$ cat src/rtl/combo_decoder_pkg.sv
// Shared move codes and FSM state encoding for the special-move decoder.
package combo_decoder_pkg;

  typedef enum logic [1:0] {
    IDLE = 2'd0,
    S_D  = 2'd1,
    S_DF = 2'd2,
    S_DB = 2'd3
  } state_t;

  localparam logic [2:0] MV_NONE      = 3'd0;
  localparam logic [2:0] MV_PUNCH     = 3'd1;
  localparam logic [2:0] MV_KICK      = 3'd2;
  localparam logic [2:0] MV_FIREBALL  = 3'd3;
  localparam logic [2:0] MV_SPIN_KICK = 3'd4;

endpackage

$ cat src/rtl/combo_window_timer.sv
// Inter-step window counter; timeout flags the last allowed idle cycle of a step.
module combo_window_timer #(
  parameter int WIN_CYCLES = 25000000,
  parameter int CNT_W      = 25
) (
  input  logic clk,
  input  logic rst,
  input  logic clear,
  input  logic enable,
  output logic timeout
);

  logic [CNT_W-1:0] cnt;

  always_ff @(posedge clk or posedge rst) begin
    if (rst)         cnt <= '0;
    else if (clear)  cnt <= '0;
    else if (enable) cnt <= cnt + 1'b1;
  end

  assign timeout = enable && (cnt == CNT_W'(WIN_CYCLES - 1));

endmodule

$ cat src/rtl/combo_decoder.sv
// Per-player move decoder: plain attacks plus down-fwd-punch / down-back-kick specials.
module combo_decoder
  import combo_decoder_pkg::*;
#(
  parameter int WIN_CYCLES = 25000000,
  parameter int CNT_W      = 25
) (
  input  logic       CLK,
  input  logic       RESET,
  input  logic       UP_P,
  input  logic       DOWN_P,
  input  logic       LEFT_P,
  input  logic       RIGHT_P,
  input  logic       PUNCH_P,
  input  logic       KICK_P,
  input  logic       FACING_RIGHT,
  output logic       MOVE_VALID,
  output logic [2:0] MOVE_CODE,
  output logic       SEQ_ACTIVE
);

  state_t state;
  logic   fwd, back, attack, any_in, timeout;

  // Mirror left/right into forward/back for the current facing.
  assign fwd    = FACING_RIGHT ? RIGHT_P : LEFT_P;
  assign back   = FACING_RIGHT ? LEFT_P  : RIGHT_P;
  assign attack = PUNCH_P | KICK_P;
  assign any_in = attack | UP_P | DOWN_P | fwd | back;

  // Any input in a sequence state causes a (re-)entry, so it restarts the window.
  combo_window_timer #(
    .WIN_CYCLES(WIN_CYCLES),
    .CNT_W     (CNT_W)
  ) u_timer (
    .clk    (CLK),
    .rst    (RESET),
    .clear  ((state == IDLE) || any_in || timeout),
    .enable (state != IDLE),
    .timeout(timeout)
  );

  always_ff @(posedge CLK or posedge RESET) begin
    if (RESET) begin
      state      <= IDLE;
      MOVE_VALID <= 1'b0;
      MOVE_CODE  <= MV_NONE;
      SEQ_ACTIVE <= 1'b0;
    end else begin
      MOVE_VALID <= 1'b0;
      if (attack) begin
        MOVE_VALID <= 1'b1;
        state      <= IDLE;
        SEQ_ACTIVE <= 1'b0;
        case (state)
          S_DF:    MOVE_CODE <= PUNCH_P ? MV_FIREBALL : MV_KICK;
          S_DB:    MOVE_CODE <= KICK_P  ? MV_SPIN_KICK : MV_PUNCH;
          default: MOVE_CODE <= PUNCH_P ? MV_PUNCH : MV_KICK;
        endcase
      end else if (DOWN_P) begin
        state      <= S_D;
        SEQ_ACTIVE <= 1'b1;
      end else if (state == S_D && fwd) begin
        state      <= S_DF;
        SEQ_ACTIVE <= 1'b1;
      end else if (state == S_D && back) begin
        state      <= S_DB;
        SEQ_ACTIVE <= 1'b1;
      end else if (state != IDLE && (UP_P || fwd || back || timeout)) begin
        state      <= IDLE;
        SEQ_ACTIVE <= 1'b0;
      end
    end
  end

endmodule

$ cat config.mk
export PLATFORM = sky130hd
export DESIGN_NAME = combo_decoder
export DESIGN_NICKNAME = d
export VERILOG_FILES = /design/src/rtl/combo_decoder_pkg.sv /design/src/rtl/combo_window_timer.sv /design/src/rtl/combo_decoder.sv
export SDC_FILE = /design/constraint.sdc
export NUM_CORES = 1
export LEC_CHECK = 0
export ABC_AREA = 0
export BUFFER_PORTS_ARGS = -buffer_cell sky130_fd_sc_hd__buf_4
export CAP_MARGIN = 20
export CORE_MARGIN = 4
export CORE_UTILIZATION = 56
export CTS_BUF_LIST = sky130_fd_sc_hd__clkbuf_8
export DETAILED_ROUTE_END_ITERATION = 7
export PLACE_DENSITY = 0.83
export SYNTH_ARGS = -nofsm -noshare
export SYNTH_HDL_FRONTEND = slang
export SYNTH_SLANG_ARGS = --single-unit
$ cat constraint.sdc
create_clock -name CLK -period 1.95 [get_ports CLK]
set_input_delay 0.39 -clock CLK [delete_from_list [all_inputs] [get_ports CLK]]
set_output_delay 0.39 -clock CLK [all_outputs]
set_load 0.1 [all_outputs]
==> reports/results.ini, run 1 <==
[status]
status=complete, but fails checks
violations=negative setup slack

[grt]
overflow=0
antenna_found_initial=0
grt_max_degree=33
grt_pass1_wl_um=8045
grt_usage_pct=25.28
grt_pass1_vias=1701

[finish]
final_nets=232
fin_util_pct=76.03
most-common-layout-cells=36 x buf_4, 31 x dfrtp_1, 16 x nor3_1, 14 x nand3_1, 13 x nand2_1
area_growth_pct=29.94
design_area_sq_um=2302
final_common_cell=buf_4
n_antenna_cell=0
drive_gt1_share_pct=31.39

[place]
gp_congestion=0.8200
preCtsSetupSlack_ns=-0.06785
port_buffers=13
dp_hpwl_um=3168
placed_cell_area_sq_um=2095

[sta]
setup_viol=1
drv_slew=0
worst_slew_pin_slew_ns=0.4178
final_hold_viol_count=0
setup_slack_ns=-0.003931
rsz0062_at_grt=true
clock_skew_ns=0.001642
hold_ws_ns=0.1921
max_freq_mhz=511.8
layout_min_cycle_time_ns=1.954
relSlewSlack_pct=72.14
period_share_pct=100.2
fin_setup_tns_ns=-0.003931

[setup_path]
start_kind=flip-flop
r2r_cells=6
path_max_fanout=7
worstPathRequired_ns=2.15
startpoint=u_timer.cnt[0]
ff2ff_setup_slack_ns=-0.004
critPathKind=reg -> reg
rr_startpoint=u_timer.cnt[0]
end_kind=flip-flop
arrival_ns=2.15
crit_path_end=u_timer.cnt[16]
worstReg2RegEnd=u_timer.cnt[16]

[routing]
ant_nets=0
drc=0
viasPerCell=6.453
wire_per_inst_um=18.40
first_pass_iters=4
drt_iter0_markers=160
drt-total-wl_um=4912
via_count=1723

[min_path]
hold_class=in -> async

[clocking]
clock-sinks=32
cts-buffers-inserted=5
root_buffer=clkbuf_8
worstSkewPairLatency_ns=0.29
clk_pin_slew_ns=0.07
htreeDepth=2
cts_tree=yes
ctsLongestPathBuffers=2
holdBufCountCts=0

[yosys]
synth_fp_nets=198
avgSynthCellArea_sq_um=9.424
syn_inst=188
yosysWarnings=0
ys_ff_latch=32
synthFlopType=dfrtp_1
synth_area_sq_um=1772
ys_async_sr_fraction_pct=100.0
synth_edf_count=0
synth_cell_types=36
seq_area_frac_synth_pct=45.20

[die]
die_x_um=64.25
dieArea_sq_um=4127
coreArea_sq_um=3028
num_rows=20
die_y_um=64.25
initial_core_util_pct=58.51
ios=14

[pwr]
p_leak_nw=0.8685
powerDensity_nw_per_um2=649.6
ir_worst_vdd_uv=558.2

[flow_run]
maxCapViolCount=0

## layer usage
metal / share of wire, % / vias up / global-route usage [%]
met5: 0 / - / 0
met4: 3.3 / 0 / 13.72
met3: 5.9 / 19 / 6.327
met2: 53 / 77 / 42.01
met1: 38 / 853 / 29.75
li1: - / 774 / -
## report_power, final
group | internal (mW) | total, mW | switching, mW | leakage [nW]
logic | 0.0316 | 0.117 | 0.0849 | 0.368
clock network | 0.451 | 0.702 | 0.252 | 0.0645
registers | 0.670 | 0.677 | 0.00627 | 0.436
## per-stage QoR
step	instances	total power, mW
final	267	1.496
after global routing	267	1.547
after CTS	266	1.497
after detailed placement	257	0.8036
after global placement	257	0.7999
after floorplan	188	0.7603
## sequential cells by signal (all words and copies together) (netlist names)
signal	cells
SEQ_ACTIVE	1
MOVE_VALID	1
u_timer.cnt	25
MOVE_CODE	3
state	2
## cell type report
type	instances	area, sq um
clock buffers	7	96.34
clock inverters	1	30.03
fillers	195	725.7
inverters	5	18.77
multi-input cells	140	998.5
flip-flops and latches	32	802.0
well taps	44	55.05
repair buffers	38	301.5
## cells by family (layout without fill, tap and decap cells)
group                      after synthesis  after routing  share of synthesized area (%)
AOI/OAI and AO/OA                       37             37                          14.55
xor gates and xnor gates                11             11                          5.438
adders and majority gates                1              1                         0.7061
buffers and inverters                   16             51                          3.955
DFF                                     32             32                          45.20
and+or+nand+nor                         91             91                          30.16
## timing repair
item	CTS	global route
setup endpoints to repair	7	27
resized for setup	7	8
pin swaps	4	0
hold endpoints to repair	0	0
setup buffers	1	1
## worst max-delay path, stage by stage (launching register included)
cell	delay (ns)
dfrtp_2	0.41
ha_4	0.16
nand3_4	0.07
or4_4	0.54
buf_6	0.15
or3_1	0.31
a211oi_1	0.23
## synthesized netlist by cell type, types with 2 or more instances
cell / n / area, sq um
nand2_1: 13 / 48.80
a211oi_1: 12 / 90.09
dfrtp_1: 32 / 800.8
nor3b_1: 2 / 15.01
nand4_1: 4 / 25.02
nor3_1: 16 / 80.08
or4_4: 2 / 22.52
or3_1: 5 / 31.28
xor2_1: 4 / 35.03
o22ai_1: 2 / 12.51
inv_1: 5 / 18.77
o31ai_1: 7 / 52.55
o21ai_0: 9 / 45.04
nor4b_1: 2 / 17.52
nand3_1: 16 / 80.08
clkbuf_1: 8 / 30.03
nor4_1: 4 / 25.02
nor2_1: 8 / 30.03
or4_1: 7 / 52.55
xnor2_1: 7 / 61.31
buf_2: 2 / 10.01
and4_1: 2 / 17.52
a21oi_1: 3 / 15.01
and3_1: 3 / 18.77
or2_2: 2 / 12.51
## worst min path at each step
| stage | start | to | slack (ns) | depth (start not counted) |
|---|---|---|---|---|
| after global placement | MOVE_CODE[2] | MOVE_CODE[2] | 0.46 | 2 |
| final | RESET | u_timer.cnt[3] | 0.19 | 3 |
| after CTS | RESET | u_timer.cnt[3] | 0.20 | 3 |
| after global routing | RESET | u_timer.cnt[3] | 0.22 | 3 |
| after detailed placement | MOVE_CODE[2] | MOVE_CODE[2] | 0.50 | 2 |
| after floorplan | PUNCH_P | MOVE_CODE[1] | 0.47 | 1 |
Power figures use the tool's default switching activity.
==> run 2, diff against run 1 <==
--- a/config.mk
+++ b/config.mk
@@ -5,10 +5,9 @@
 export SDC_FILE = /design/constraint.sdc
 export NUM_CORES = 1
 export LEC_CHECK = 0
-export ABC_AREA = 0
+export ABC_AREA = 1
 export BUFFER_PORTS_ARGS = -buffer_cell sky130_fd_sc_hd__buf_4
 export CAP_MARGIN = 20
-export CORE_MARGIN = 4
 export CORE_UTILIZATION = 56
 export CTS_BUF_LIST = sky130_fd_sc_hd__clkbuf_8
 export DETAILED_ROUTE_END_ITERATION = 7
==> reports/results.ini, run 2 <==
[yosys]
synth_fa_ha_area_share_pct=0.6930  ; -0.013 points
ys_ff_latch=32  ; unchanged
seq_area_frac_synth_pct=44.35  ; -0.85 points
synthFlopType=dfrtp_1
synth_top_family_by_area=simple AND/OR/NAND/NOR gates
synth_xor_area_share_pct=7.277  ; +1.8 points
avgSynthCellArea_sq_um=7.884  ; -16%
synth_compound_area_share_pct=4.227  ; -10 points
synth_mux_area_share_pct=0  ; unchanged
syn_inst=229  ; +22%
synth_commonest_cells=47 x nand2_1, 45 x nor2_1, 32 x dfrtp_1, 31 x inv_1, 10 x nor2_2
synth.most_common_cell=nand2_1
synth_fp_nets=239  ; +21%
synth_top_area_share_pct=44.35  ; -0.85 points
synth_area_leader_cell=dfrtp_1
ys_async_sr_fraction_pct=100.0  ; unchanged
synth_area_sq_um=1805  ; +1.9%
synth-simple-area-share_pct=36.38  ; +6.2 points
synth_edf_count=0  ; unchanged
yosysWarnings=0  ; unchanged
synth_cell_types=23  ; -36%
synth_area_leaders=dfrtp_1 44%, nand2_1 9.8%, nor2_1 9.4%, inv_1 6.4%, xor2_1 3.9%

[clocking]
root_buffer=clkbuf_8
post_cts_buffers=0  ; -1
holdBufCountCts=0  ; unchanged
clk_pin_slew_ns=0.06  ; about the same
clock-sinks=32  ; unchanged
cts_tree=yes
worstSkewPairLatency_ns=0.28  ; about the same
cts_resized=0  ; -7
cts-buffers-inserted=5  ; unchanged
htreeDepth=2  ; unchanged
ctsLongestPathBuffers=2  ; unchanged

[sta]
fin_setup_tns_ns=0  ; +0.003931 ns
setup_viol=0  ; -1
max_freq_mhz=622.4  ; +22%
clock_skew_ns=0.003071  ; +0.001429 ns
relSlewSlack_pct=72.71  ; +0.57 points
rsz0062_at_grt=false
worst_slew_pin_slew_ns=0.4093  ; -0.008542 ns
layout_min_cycle_time_ns=1.607  ; -0.3472 ns
hold_ws_ns=0.1828  ; -0.009314 ns
drv_slew=0  ; unchanged
final_hold_viol_count=0  ; unchanged
period_share_pct=82.39  ; -18 points

[routing]
wire_per_inst_um=11.47  ; -38%
viasPerCell=4.925  ; -24%
via_count=1448  ; -16%
drt-total-wl_um=3372  ; -31%
ant_nets=0  ; unchanged
first_pass_iters=4  ; unchanged
drt_iter0_markers=41  ; -74%
drc=0  ; unchanged

[die]
ios=14  ; unchanged
die_x_um=58.78  ; -8.5%
initial_core_util_pct=59.14  ; +0.63 points
die_y_um=58.78  ; -8.5%
dieArea_sq_um=3455  ; -16%
num_rows=20  ; unchanged
coreArea_sq_um=3053  ; +0.83%

[setup_path]
path_max_fanout=19  ; +12
arrival_ns=1.81  ; -0.34 ns
crit_path_max_incr_delay_ns=0.40  ; -0.14 ns
slowest_stage=dfrtp_1
cp_top_family=simple AND/OR/NAND/NOR gates
path_cells=ha_1, nand2_2, nor2_4, nand2_1, nor2_1, nand3_2, nand4_4, a21oi_1
cp_num_buf_inv=0  ; -1
end_kind=flip-flop
worstPathRequired_ns=2.15  ; about the same
start_kind=flip-flop
critPathKind=reg -> reg

[grt]
overflow=0  ; unchanged
grt_pass1_vias=1493  ; -12%
grt_usage_pct=23.97  ; -1.3 points
grt_max_degree=33  ; unchanged
antenna_found_initial=0  ; unchanged
grt_pass1_wl_um=6168  ; -23%

[finish]
fin_util_pct=66.97  ; -9.1 points
most-common-layout-cells=47 x nand2_1, 45 x nor2_1, 33 x inv_1, 32 x dfrtp_1, 14 x buf_4
final_nets=259  ; +12%
reg_top3=u_timer.cnt x25, MOVE_CODE x3, state x2
n_antenna_cell=0  ; unchanged
final-instance-count-excl-fill=294  ; +10%
top_register=u_timer.cnt
nFillCells=281  ; +44%
area_growth_pct=13.24
largest_reg_flops=25  ; unchanged
drive_gt1_share_pct=19.60  ; -12 points
final_common_cell=nand2_1

[place]
dp_cells=286  ; +11%
gp_congestion=0.8274  ; +0.90%
dp_hpwl_um=2475  ; -22%
port_buffers=13  ; unchanged

[pwr]
powerDensity_nw_per_um2=631.2  ; -2.8%
ir_worst_vdd_uv=514.3  ; -7.9%
p_leak_nw=0.8435  ; -2.9%

[flow_run]
maxCapViolCount=0  ; unchanged

[min_path]
hold_class=in -> async

[status]
status=finished, final reports clean

[run 2: metrics by stage]
step	setup slack (ns)	power [mW]	cell area, sq um
6_report	0.3433	1.291	2044
5_1_grt	0.2244	1.341	2044
2_1_floorplan	0.5226	0.7570	1805
4_1_cts	0.3343	1.303	2044
3_5_place_dp	0.3681	0.7920	1954
3_3_place_gp	0.4574	0.7903	1954
[run 2: kinds of logic (layout without fill, tap and decap cells)]
logic type	Yosys count	in the layout
compound gates	14	14
xor+xnor	15	15
fa+ha+maj	1	1
buf+inv	32	53
flops	32	32
simple gates	135	135
[run 2: worst paths after layout]
| kind | startpoint | to | slack, ns | cells after the start |
|---|---|---|---|---|
| min reg2reg | u_timer.cnt[0] | u_timer.cnt[0] | 0.47 | 1 |
| max reg2reg | u_timer.cnt[0] | u_timer.cnt[23] | 0.34 | 8 |
| max | u_timer.cnt[0] | u_timer.cnt[23] | 0.34 | 8 |
| min in group CLK | PUNCH_P | MOVE_CODE[1] | 0.33 | 2 |
| max in group asynchronous | RESET | u_timer.cnt[3] | 1.46 | 3 |
| min | RESET | u_timer.cnt[2] | 0.18 | 3 |
[run 2: power by group]
part	internal [mW]	leakage, nW	switching, mW
logic	0.0275	0.353	0.0764
clock network	0.277	0.0538	0.235
registers	0.670	0.437	0.00390
total	0.975	0.844	0.316
[run 2: routing by layer]
layer	track usage [%]	vias up	routed length (um)
met5	0	-	0
li1	-	746	-
met1	27.29	673	1558
met4	9.184	0	57
met3	7.033	8	101
met2	42.21	21	1654
[run 2: cell type report]
cell class,count,area (sq um),area share (%)
multi-input combinational,165,877.1,42.90
timing repair buffer,14,105.1,5.141
clock inverter,2,7.507,0.3672
inverter,31,116.4,5.692
tap,44,55.05,2.693
clock buffer,6,82.58,4.039
sequential,32,800.8,39.17
[run 2: tightest hold or removal path, cell delays in order]
cell	delay, ns
buf_4	0.10
inv_1	0.04
buf_4	0.35
==> run 3, diff against run 2 <==
--- a/config.mk
+++ b/config.mk
@@ -8,10 +8,10 @@
 export ABC_AREA = 1
 export BUFFER_PORTS_ARGS = -buffer_cell sky130_fd_sc_hd__buf_4
 export CAP_MARGIN = 20
-export CORE_UTILIZATION = 56
+export CORE_UTILIZATION = 58
 export CTS_BUF_LIST = sky130_fd_sc_hd__clkbuf_8
 export DETAILED_ROUTE_END_ITERATION = 7
-export PLACE_DENSITY = 0.83
+export PLACE_DENSITY = 0.82
 export SYNTH_ARGS = -nofsm -noshare
 export SYNTH_HDL_FRONTEND = slang
 export SYNTH_SLANG_ARGS = --single-unit
==> constraint.sdc (replaced) <==
create_clock -name CLK -period 1.52 [get_ports CLK]
set_input_delay 0.304 -clock CLK [delete_from_list [all_inputs] [get_ports CLK]]
set_output_delay 0.304 -clock CLK [all_outputs]
set_load 0.1 [all_outputs]
==> reports/results.ini, run 3 (same netlist as run 2, synthesis figures left out) <==
[finish]
nFillCells=223  ; -21%
largest_reg_flops=25  ; unchanged
drive_gt1_share_pct=22.83  ; +3.2 points
final-instance-count-excl-fill=285  ; -3.1%
area_growth_pct=16.01
top_register=u_timer.cnt
design_area_sq_um=2095  ; +2.4%
multi_input_area_sq_um=912.1  ; +4.0%
regArea_sq_um=800.8  ; unchanged
fin_util_pct=73.42  ; +6.5 points
reg_top3=u_timer.cnt x25, MOVE_CODE x3, state x2
final_common_cell=nand2_1
most-common-layout-cells=46 x nand2_1, 45 x nor2_1, 32 x dfrtp_1, 31 x inv_1, 21 x buf_4
final_nets=266  ; +2.7%
n_antenna_cell=0  ; unchanged

[pwr]
ir_worst_vdd_uv=726.1  ; +41%
p_leak_nw=0.8912  ; +5.7%
power_mw=1.563  ; +21%
powerDensity_nw_per_um2=746.3  ; +18%

[sta]
setup_viol=11  ; +11
rsz0062_at_grt=true
final_hold_viol_count=0  ; unchanged
clock_skew_ns=0.004918  ; +0.001847 ns
period_share_pct=101.3  ; +19 points
max_freq_mhz=649.6  ; +4.4%
worst_slew_pin_slew_ns=0.3931  ; -0.01619 ns
drv_slew=0  ; unchanged
setup_slack_ns=-0.01932  ; -0.3626 ns
relSlewSlack_pct=73.79  ; +1.1 points
layout_min_cycle_time_ns=1.539  ; -0.06738 ns

[setup_path]
ff2ff_setup_slack_ns=-0.02  ; -0.36 ns
worstReg2RegEnd=u_timer.cnt[19]
path_cells=ha_4, nand2_4, nor2_4, nand2_1, nor2_1, nand3_2, nand4_4, nor2_1
path_max_fanout=19  ; unchanged
worstPathRequired_ns=1.68  ; -0.47 ns
crit_path_max_incr_delay_ns=0.41  ; about the same
rr_startpoint=u_timer.cnt[1]
r2r_cells=8  ; unchanged
arrival_ns=1.70  ; -0.11 ns
end_kind=flip-flop
path_common_cell=nor2_1
start_kind=flip-flop
critPathKind=reg -> reg
slowest_stage=dfrtp_1

[clocking]
cts-buffers-inserted=5  ; unchanged
holdBufCountCts=0  ; unchanged
clock-sinks=32  ; unchanged
clk_pin_slew_ns=0.06  ; about the same
cts_tree=yes
root_buffer=clkbuf_8
htreeDepth=2  ; unchanged
worstSkewPairLatency_ns=0.28  ; about the same
ctsLongestPathBuffers=2  ; unchanged

[die]
num_rows=19  ; -5.0%
dieArea_sq_um=3340  ; -3.3%
die_y_um=57.80  ; -1.7%
initial_core_util_pct=63.29  ; +4.2 points
ios=14  ; unchanged
coreArea_sq_um=2853  ; -6.6%
die_x_um=57.80  ; -1.7%

[grt]
grt_pass1_wl_um=6044  ; -2.0%
grt_max_degree=33  ; unchanged
antenna_found_initial=0  ; unchanged
grt_pass1_vias=1392  ; -6.8%
grt_usage_pct=24.58  ; +0.61 points
overflow=0  ; unchanged

[place]
port_buffers=13  ; unchanged
placed_cell_area_sq_um=1953  ; about the same
dp_hpwl_um=2617  ; +5.7%
dp_cells=275  ; -3.8%
gp_congestion=0.8600  ; +3.9%

[routing]
drc=0  ; unchanged
ant_nets=0  ; unchanged
via_count=1472  ; +1.7%
viasPerCell=5.165  ; +4.9%
drt_iter0_markers=54  ; +32%
drt-total-wl_um=3509  ; +4.1%
wire_per_inst_um=12.31  ; +7.3%
first_pass_iters=4  ; unchanged

[min_path]
hold_class=in -> async

[status]
status=complete, but fails checks
violations=negative setup slack

[flow_run]
maxCapViolCount=0  ; unchanged

## run 3: through the flow
stage	hold slack [ns]	worst slack [ns]	setup TNS, ns
3_5_place_dp	0.4199	-0.03926	-0.2734
5_1_grt	0.1380	-0.1398	-2.845
4_1_cts	0.1150	-0.01600	-0.05306
3_3_place_gp	0.4128	0.01893	0
2_1_floorplan	0.3975	0.09257	0
6_report	0.1007	-0.01932	-0.1093
## run 3: how the worst max path moves through the flow
stage	from	to	slack, ns	cells past startpoint
finish	u_timer.cnt[1]	u_timer.cnt[19]	-0.02	8
floorplan	u_timer.cnt[0]	u_timer.cnt[10]	0.09	9
detailed placement	u_timer.cnt[0]	u_timer.cnt[23]	-0.04	8
global placement	u_timer.cnt[0]	u_timer.cnt[23]	0.02	8
global route	u_timer.cnt[1]	u_timer.cnt[19]	-0.14	8
CTS	u_timer.cnt[1]	u_timer.cnt[19]	-0.02	8
## run 3: worst max-delay path, delay by kind of cell, from the launching register on
kind,cells,cell delay (ns)
adder cells (fa/ha/maj),1,0.18
flip-flops,1,0.41
AND/OR/NAND/NOR,7,0.82
## run 3: report_power, final
| part | internal [mW] | switching (mW) | total [mW] |
|---|---|---|---|
| Sequential | 0.861 | 0.00538 | 0.866 |
| Clock | 0.294 | 0.266 | 0.560 |
| Combinational | 0.0374 | 0.0997 | 0.137 |
| Total | 1.19 | 0.371 | 1.56 |
## run 3: repair_timing
action | in CTS | in global routing
endpoints found under the setup margin | 20 | 27
resized for setup | 1 | 6
pin swaps | 0 | 1
buffers inserted | 1 | 4
## run 3: metal layers
metal	share of wire [%]	track usage [%]	up-vias	routed length (um)
li1	-	-	754	-
met1	43	29.59	685	1518
met2	51	42.19	26	1805
met3	3.6	7.143	7	125
met4	1.7	8.844	0	61
met5	0	0	-	0
## run 3: area by class of cell
class | instances | area share, %
Multi-Input combinational cell | 165 | 43.55
Sequential cell | 32 | 38.23
Timing Repair Buffer | 21 | 7.527
Inverter | 31 | 5.556
Clock buffer | 5 | 3.286
Tap cell | 31 | 1.852
